$ cat src/rtl/gfx256_rect_raster.sv
// Rectangle rasterizer: walks an inclusive, optionally clipped rectangle row-major and hands
// one pixel at a time to the renderer. Define GFX256_RECT_CLIP_EN to apply the clip window.
module gfx256_rect_raster #(
    parameter int unsigned point_width = 16
) (
    input  logic                       clk_i,
    input  logic                       rst_i,
    input  logic                       start_i,
    input  logic [point_width-1:0]     x0_i,
    input  logic [point_width-1:0]     y0_i,
    input  logic [point_width-1:0]     x1_i,
    input  logic [point_width-1:0]     y1_i,
    input  logic [point_width-1:0]     clip_x0_i,
    input  logic [point_width-1:0]     clip_y0_i,
    input  logic [point_width-1:0]     clip_x1_i,
    input  logic [point_width-1:0]     clip_y1_i,
    input  logic [point_width-1:0]     z_i,
    input  logic [31:0]                color_i,
    input  logic                       abort_i,
    output logic [point_width-1:0]     pixel_x_o,
    output logic [point_width-1:0]     pixel_y_o,
    output logic [point_width-1:0]     pixel_z_o,
    output logic [31:0]                color_o,
    output logic                       write_o,
    input  logic                       ack_i,
    output logic                       busy_o,
    output logic                       done_o,
    output logic [2*point_width-1:0]   count_o
);

    typedef enum logic [2:0] {StIdle, StSetup, StEmit, StWaitAck, StDone} state_e;

    localparam logic [point_width-1:0]   PointOne = 1;
    localparam logic [2*point_width-1:0] CountOne = 1;

    state_e                 state_q;
    logic [point_width-1:0] x0_q, y0_q, x1_q, y1_q;
    logic [point_width-1:0] xs_q, xe_q, ye_q;
    logic [point_width-1:0] xs_c, xe_c, ys_c, ye_c;
    logic                   abort_q;
    logic                   abort_now;
    logic                   last_pixel;

`ifdef GFX256_RECT_CLIP_EN
    logic [point_width-1:0] cx0_q, cy0_q, cx1_q, cy1_q;

    always_comb begin
        xs_c = (x0_q > cx0_q) ? x0_q : cx0_q;
        ys_c = (y0_q > cy0_q) ? y0_q : cy0_q;
        xe_c = (x1_q < cx1_q) ? x1_q : cx1_q;
        ye_c = (y1_q < cy1_q) ? y1_q : cy1_q;
    end
`else
    logic unused_clip;
    assign unused_clip = ^{clip_x0_i, clip_y0_i, clip_x1_i, clip_y1_i};

    always_comb begin
        xs_c = x0_q;
        ys_c = y0_q;
        xe_c = x1_q;
        ye_c = y1_q;
    end
`endif

    // An abort arriving in the same cycle as the decision counts immediately.
    assign abort_now  = abort_q | abort_i;
    assign last_pixel = (pixel_x_o == xe_q) && (pixel_y_o == ye_q);

    always_ff @(posedge clk_i) begin
        if (rst_i) begin
            state_q   <= StIdle;
            x0_q      <= '0;
            y0_q      <= '0;
            x1_q      <= '0;
            y1_q      <= '0;
            xs_q      <= '0;
            xe_q      <= '0;
            ye_q      <= '0;
`ifdef GFX256_RECT_CLIP_EN
            cx0_q     <= '0;
            cy0_q     <= '0;
            cx1_q     <= '0;
            cy1_q     <= '0;
`endif
            abort_q   <= 1'b0;
            pixel_x_o <= '0;
            pixel_y_o <= '0;
            pixel_z_o <= '0;
            color_o   <= '0;
            write_o   <= 1'b0;
            busy_o    <= 1'b0;
            done_o    <= 1'b0;
            count_o   <= '0;
        end else begin
            write_o <= 1'b0;
            done_o  <= 1'b0;
            if (state_q != StIdle && abort_i) begin
                abort_q <= 1'b1;
            end
            unique case (state_q)
                StIdle: begin
                    if (start_i) begin
                        x0_q      <= x0_i;
                        y0_q      <= y0_i;
                        x1_q      <= x1_i;
                        y1_q      <= y1_i;
`ifdef GFX256_RECT_CLIP_EN
                        cx0_q     <= clip_x0_i;
                        cy0_q     <= clip_y0_i;
                        cx1_q     <= clip_x1_i;
                        cy1_q     <= clip_y1_i;
`endif
                        pixel_z_o <= z_i;
                        color_o   <= color_i;
                        count_o   <= '0;
                        busy_o    <= 1'b1;
                        state_q   <= StSetup;
                    end
                end
                StSetup: begin
                    xs_q      <= xs_c;
                    xe_q      <= xe_c;
                    ye_q      <= ye_c;
                    pixel_x_o <= xs_c;
                    pixel_y_o <= ys_c;
                    if (xs_c > xe_c || ys_c > ye_c) begin
                        done_o  <= 1'b1;
                        state_q <= StDone;
                    end else begin
                        write_o <= ~abort_now;
                        state_q <= StEmit;
                    end
                end
                StEmit: begin
                    // Flag here means the abort landed during setup and no write went out.
                    if (abort_q) begin
                        done_o  <= 1'b1;
                        state_q <= StDone;
                    end else begin
                        state_q <= StWaitAck;
                    end
                end
                StWaitAck: begin
                    if (ack_i) begin
                        count_o <= count_o + CountOne;
                        if (abort_now || last_pixel) begin
                            done_o  <= 1'b1;
                            state_q <= StDone;
                        end else begin
                            if (pixel_x_o == xe_q) begin
                                pixel_x_o <= xs_q;
                                pixel_y_o <= pixel_y_o + PointOne;
                            end else begin
                                pixel_x_o <= pixel_x_o + PointOne;
                            end
                            write_o <= 1'b1;
                            state_q <= StEmit;
                        end
                    end
                end
                StDone: begin
                    abort_q <= 1'b0;
                    busy_o  <= 1'b0;
                    state_q <= StIdle;
                end
                default: state_q <= StIdle;
            endcase
        end
    end

endmodule

$ cat config.mk
export PLATFORM = sky130hd
export DESIGN_NAME = gfx256_rect_raster
export DESIGN_NICKNAME = d
export VERILOG_FILES = /design/src/rtl/gfx256_rect_raster.sv
export SDC_FILE = /design/constraint.sdc
export NUM_CORES = 1
export LEC_CHECK = 0
export CAP_MARGIN = 40
export CORE_ASPECT_RATIO = 0.6
export CORE_MARGIN = 2
export CORE_UTILIZATION = 25
export CTS_BUF_LIST = sky130_fd_sc_hd__clkbuf_2
export DETAILED_ROUTE_END_ITERATION = 10
export GPL_ROUTABILITY_DRIVEN = 0
export SYNTH_ARGS = -nofsm -noshare
export SYNTH_HDL_FRONTEND = slang
export SYNTH_SLANG_ARGS = --single-unit
$ cat constraint.sdc
create_clock -name clk_i -period 5.6 [get_ports clk_i]
set_input_delay 1.12 -clock clk_i [delete_from_list [all_inputs] [get_ports clk_i]]
set_output_delay 1.12 -clock clk_i [all_outputs]
set_load 0.1 [all_outputs]
* Word level (Yosys, flattened, before mapping)
Cells that the tools add are included.
Word-level totals: memories kept 0, latch bits 0, memory bits (read-only) 0, logic and storage cells 78, register bits 231, input bits 181, output and inout port bits 115, bits in writable memories 0
Operators by class: reduce and logical (&&, ||, !) cells 16, $lt $le $gt $ge 2, add/subtract/negate cells 3, muxes and demuxes 28, $mul 0, equality and inequality tests 10, shift operators 0, divide/modulo/power cells 0, bitwise operators 2
Operator list (number):
- 16-bit two-way mux | 6
- 32-bit two-way mux | 2
- 16-bit one-hot mux with 2 select lines | 2
- 32-bit one-hot mux with 2 select lines | 1
- 16-bit by 1-bit adder with 16-bit output (second input constant) | 2
- 32-bit by 1-bit adder with 32-bit output (second input constant) | 1
- 16-bit equality test | 2
- 16-bit > comparator | 2
- 3-bit two-way mux | 5
- 3-bit one-hot mux with 4 select lines | 1
- 1-bit two-way mux | 8
- 2-bit != test (second input constant) | 4
- 3-bit by 2-bit equality test with 1-bit output (second input constant) | 2
- 2-bit AND reduction | 3
- 3-bit AND reduction | 2
- 2-bit nonzero test | 3
- 1-bit one-hot mux with 2 select lines | 2
- 4-bit AND reduction | 1
- 3-bit by 1-bit equality test with 1-bit output (second input constant) | 1
- 3-bit equality test (second input constant) | 1
- 3-bit logical NOT | 1
- 1-bit one-hot mux with 3 select lines | 1
- 3-bit nonzero test | 1
- 1-bit logical AND | 2
- other kinds (4) | 5

* Depth between registers and ports, before layout
word-level depth 6, mapped depth 9, depth with buffers taken out 8

* Least setup slack after synthesis
Ideal clock, no wire load.
kind input port to flip-flop, from in ack_i, to reg count_o[28], path buffers 2, required time 5.533 ns, data arrival time 2.795 ns, setup time 0.067 ns, setup slack 2.738 ns, stages on the path 8, cells stage by stage clkbuf_1 -> nand3_1 -> a2111oi_4 -> and3_1 -> buf_6 -> nand4_1 -> xor2_1 -> nor2_1
Between the ends: word-level cells in the longest chain between the ends 2
RTL lines:
- start, declared | line 25 | input logic ack_i,
- 2-bit != test (no source line)
- 3-bit AND reduction (no source line)
- end signal, assigned | line 145 | count_o <= count_o + CountOne;
- end, declared | line 28 | output logic [2*point_width-1:0] count_o
Every way passes these cells. A chain may end at the register's enable or synchronous reset.

* Worst setup path in the final report
from reg pixel_y_o[7], to out pixel_y_o[7]
RTL lines:
- start, declared | line 21 | output logic [point_width-1:0] pixel_y_o,
- start signal, assigned | line 125 | pixel_y_o <= ys_c;
- start signal, assigned | line 152 | pixel_y_o <= pixel_y_o + PointOne;
No word-level cell between the ends.

==> PnR_summary.wiki <==
{| class="wikitable"
! Metric !! Value
|-
| Outcome || finished, final reports clean
|-
| Largest fanout of any net on the critical path || 10
|-
| Final-report hold violation count || 0
|-
| Post-synthesis instance area || 10250 sq um
|-
| RSZ-0062 raised after global routing || false
|-
| Cell types occupying the most area after synthesis || dfxtp_1, a22o_1, nand2_1
|-
| Start-to-end type of the worst setup path || flop to output port
|-
| Final #Nets || 1717
|-
| Max Root-Sink Buffers || 3
|-
| Clock Skew || 83.52 ps
|-
| Residual DRC || 0
|-
| Fraction of registers with async set or reset after synthesis || 0%
|-
| Total of endpoints with negative setup slack in the final report || 0
|-
| Met3 Wirelength || 3177 um
|-
| Nature of the critical path startpoint || flop
|-
| Multi-input gate area || 5122 sq um
|-
| Inst Count DP || 1973
|-
| Arrival @ worst endpoint || 2350 ps
|-
| Biggest registers after layout || color_o x32, count_o x32
|-
| CTS tree || built
|-
| Per-instance average area after synthesis || 8.768 sq um
|-
| Slew @ Worst Pin || 861.9 ps
|-
| Unique cell type count in the Yosys netlist || 63
|-
| Peak Freq || 288.1 MHz
|-
| Via count of the first global-routing pass || 9839
|-
| Number of cells traversed by the worst hold path || 2
|-
| WL/cell || 17.28 um
|-
| Total area of sequential cells || 4624 sq um
|-
| Clock latency of the later-clocked register in the worst-skew pair || 940 ps
|-
| Layout Cells excl Fill || 2082
|-
| Die H || 160.8 um
|-
| Setup TNS Final || 0 ps
|-
| Fin crit period || 3470 ps
|-
| Synthesis-stage register bit count || 231
|-
| Half-perimeter wire length of the detailed placement result || 26010 um
|-
| Antenna violations before repair || 11
|-
| Wire length on met2 || 14610 um
|-
| Post-layout total power || 5.587 mW
|-
| Max_cap viols || 0
|-
| Clk pin slew, worst setup/hold paths || 130 ps
|-
| Tcrit/Tclk final || 61.97%
|-
| Drt via density || 4.816
|-
| Global-route usage over all layers || 16.56%
|-
| Fraction of final layout cells with drive strength greater than 1 || 14.70%
|-
| Critical path endpoint category || output port
|-
| Fraction of the yosys area taken by sequential cells || 45.12%
|-
| Library cell with the largest summed area after synthesis || dfxtp_1
|-
| Number of enable-type register cells in the synthesized netlist || 0
|-
| Antenna viol nets, final || 0
|-
| Quantity of I/O buffers inserted on ports || 231
|-
| Leading post-synthesis cells by instance count || dfxtp_1, nand2_1, a21oi_1, a22o_1, nor2_1
|-
| Effective utilization at floorplan || 25.35%
|-
| GR Overflow Total || 0
|-
| Quantity of hold-fixing buffers added after cts || 0
|-
| Total I/O pin count || 296
|-
| CTS H-Tree Depth || 2
|-
| Total of cells resized after clock tree synthesis || 0
|-
| Max rail drop VDD || 0.0001283 V
|-
| Top cell type's share of synthesized area || 45.12%
|-
| Number of post-CTS setup repair buffers || 0
|-
| Core area || 40440 sq um
|-
| Row count || 57
|-
| Mapped Cells || 1169
|-
| DRC violation total after the first TritonRoute iteration || 704
|-
| Reg2reg path depth || 6
|-
| Clock buffer count from CTS || 57
|-
| Post-synthesis to final-layout area growth || 52.82%
|-
| Leak Pwr || 6.070 nW
|-
| Hold/Removal Path Class || flop to flop
|-
| Normalized max-slew margin || 42.51%
|-
| Count leader, synth || dfxtp_1
|-
| Ys flop type || dfxtp_1
|-
| Sinks on the clock net || 231
|-
| Root cell of the clock tree || clkbuf_2
|-
| Overall die area || 42690 sq um
|-
| Number of iterations in the first detailed-routing pass || 5
|-
| Wire length after detailed routing || 35980 um
|-
| Number of fill cells || 4002
|-
| Width of the die || 265.4 um
|-
| Number of warnings printed during yosys synthesis || 0
|-
| Layout Cell Area excl Fill || 15660 sq um
|-
| Area of placed instances || 15090 sq um
|-
| Number of vias in the routed layout || 10026
|-
| Final count of pins violating max slew || 0
|-
| Required time worst endpoint || 4480 ps
|-
| Power per Cell Area || 356.7 nW/um^2
|-
| Pin count of the biggest net entering global routing || 113
|-
| Synth Net Count || 1385
|-
| Wire length of the first global-routing pass || 55740 um
|-
| Wl on met1 || 17370 um
|-
| Uppermost layer routed || met5
|}
==> where the power goes <==
part / switching (mW) / total (mW) / internal, mW
registers: 0.237 / 2.06 / 1.83
logic: 1.41 / 2.26 / 0.858
clock network: 0.750 / 1.26 / 0.512
==> cells by family after synthesis <==
group                    synth area share, %
AND/OR/NAND/NOR                        19.15
adder cells (fa/ha/maj)                4.272
AO/OA/AOI/OAI                          19.51
XOR/XNOR                               6.152
buffers and inverters                  5.200
multiplexers                          0.5982
flip-flops                             45.12
==> worst paths after layout <==
| check | to | slack [ps] | from |
|---|---|---|---|
| setup reg to reg | pixel_x_o[2] | 2620 | pixel_y_o[7] |
| hold / removal | xe_q[11] | 450 | x1_q[11] |
| hold reg to reg | xe_q[11] | 450 | x1_q[11] |
| setup / recovery | pixel_y_o[7] | 2130 | pixel_y_o[7] |
==> cell type report <==
type / instances / area share [%]
clock buffers: 76 / 2.428
clock inverters: 26 / 1.142
flip-flops and latches: 231 / 29.52
inverters: 43 / 1.030
multi-input cells: 811 / 32.70
well taps: 531 / 4.242
diodes: 7 / 0.1118
repair buffers: 357 / 28.82
==> routing by layer <==
layer  vias to the layer above  track usage (%)
li1                       4847                -
met1                      4743            23.43
met2                       371            23.58
met3                        63            5.397
met4                         2            5.239
met5                         -                0
==> worst max-delay path, cell delays in order, from the launching register on <==
cell and delay [ps]:
dfxtp_1 580, clkdlybuf4s50_1 680, buf_16 200
==> metrics by stage <==
stage          hold WS [ps]  utilization (%)  setup slack (ps)
2_1_floorplan         431.2                -              2738
3_3_place_gp          440.2            32.02              1800
3_5_place_dp          448.1            37.31              1825
4_1_cts               453.7            38.69              1959
5_1_grt               473.1            38.70              1890
6_report              445.5            38.74              2130
==> cells in the final DEF (no fill, tap or decap), types with 35 or more instances in the layout <==
cell type	netlist	layout
dfxtp_1	231	231
nand3_1	44	44
nand2_1	185	184
buf_8	0	92
o21ai_0	48	48
clkbuf_2	0	76
a22o_1	80	80
inv_1	43	43
ha_1	35	35
clkdlybuf4s50_1	0	230
a21oi_1	80	80
nor2_1	67	65
xor2_1	61	61
Power figures use the tool's default switching activity.
==> edit (same flow settings) <==
Re-encode `state_e` (5 states) as Gray code, 3 bits wide.
--- a/src/rtl/gfx256_rect_raster.sv
+++ b/src/rtl/gfx256_rect_raster.sv
@@ -28,7 +28,7 @@
     output logic [2*point_width-1:0]   count_o
 );
 
-    typedef enum logic [2:0] {StIdle, StSetup, StEmit, StWaitAck, StDone} state_e;
+    typedef enum logic [2:0] {StIdle = 3'b000, StSetup = 3'b001, StEmit = 3'b011, StWaitAck = 3'b010, StDone = 3'b110} state_e;
 
     localparam logic [point_width-1:0]   PointOne = 1;
     localparam logic [2*point_width-1:0] CountOne = 1;
Formal check against the unedited RTL: no difference found for any inputs over 4 cycles, from zero or initial values and one cycle with rst_i high; so few cycles prove little.
==> edit against the unedited design <==
- synthesized area fell by 1.1%
- routed wire length shrank 7.9%
- first-iteration DRC count down 9.5%
- combinational power grew 59%
- final area decreased by 0.62%
- setup slack better by 30 ps
- via count down 4.1%
- sequential cell count did not move
- die area is 1.1% lower
- total power up 27%
- sequential share of layout area rose by 0.19 points
- sequential power increased by 10%
- largest cell class unchanged
- largest power group unchanged
==> edit: results <==
[global_routing]
use_met3_pct = 5.43
antenna_found_initial = 6
grt_util_met2_pct = 22.5
use_met1_pct = 21.4
grt_pass1_vias = 9570
grt_pass1_wl_mm = 52.3
grt_usage_pct = 15.5

[routing]
drt_iter0_drc = 637
dr_wl_met3_mm = 2.67
detail_route.wirelength.met1_mm = 15.8
routed_via_density = 4.65

[final_layout]
finalNetCount = 1703
fin_cells = 2067
n_fill_cell = 4005
area_growth_pct = 53.6

[worst_setup_path]
setup.worst_path.end = "pixel_y_o[5]"
critPathLaunch = "pixel_y_o[5]$_SDFFE_PP0P_"
crit_fanout = 8
cp.arrival_ps = 2320
crit_path_max_incr_delay_ps = 650

[synthesis]
syn_avg_cell_area_um2 = 8.85
ys_types = 60
synthTopCellsByCount = "dfxtp_1 (231), nand2_1 (174), nor2_1 (90)"
synth_area_leaders = "dfxtp_1 (46%), a22o_1 (7.1%), nand2_1 (6.4%)"
seq_area_frac_synth_pct = 45.6
synth_nets = 1361

[placed_design]
dpl_worst_slack_ps = 2110
dp_cells = 1957

[status]
status = "complete, no violations"

[sta]
worstMarginPinSlew_ps = 868
hold_slack_ps = 426

[power_and_ir_drop]
total_leakage_power_nw = 5.84
vdd_drop_max_mv = 0.243

[clock_tree]
path_clk_slew_ps = 110
cts_buffers = 59

[min_path]
min_from = "y1_q[3]$_SDFFE_PP0P_"
## edit: changes by cell type after synthesis, sizes merged, moves of 12 or more
| cell | before | now |
|---|---|---|
| xor2 | 61 | 36 |
| a221oi | 13 | 1 |
| xnor2 | 11 | 38 |
| nor2 | 67 | 91 |
| a211oi | 12 | 37 |
| nand2 | 187 | 174 |
## edit: cell type report
class / count / share of cell area (%)
Multi-Input combinational cell: 798 / 32.2
Sequential cell: 231 / 29.7
Timing Repair Buffer: 358 / 29.1
Tap cell: 531 / 4.27
Clock buffer: 78 / 2.51
Clock inverter: 30 / 1.25
Inverter: 39 / 0.940
Antenna cell: 2 / 0.0322
## edit: cells by family after synthesis
kind of cell	after synthesis	share of synthesized area, %
buf+inv	116	5.14
mux	1	0.111
simple gates	398	18.3
xor+xnor	74	6.40
compound gates	290	20.1
fa+ha+maj	35	4.32
flops	231	45.6
## edit: power by group
part           leakage (nW)  internal, mW  switching [mW]
clock                 0.419         0.491           0.756
combinational          3.54          1.38            2.22
sequential             1.88          1.91           0.355
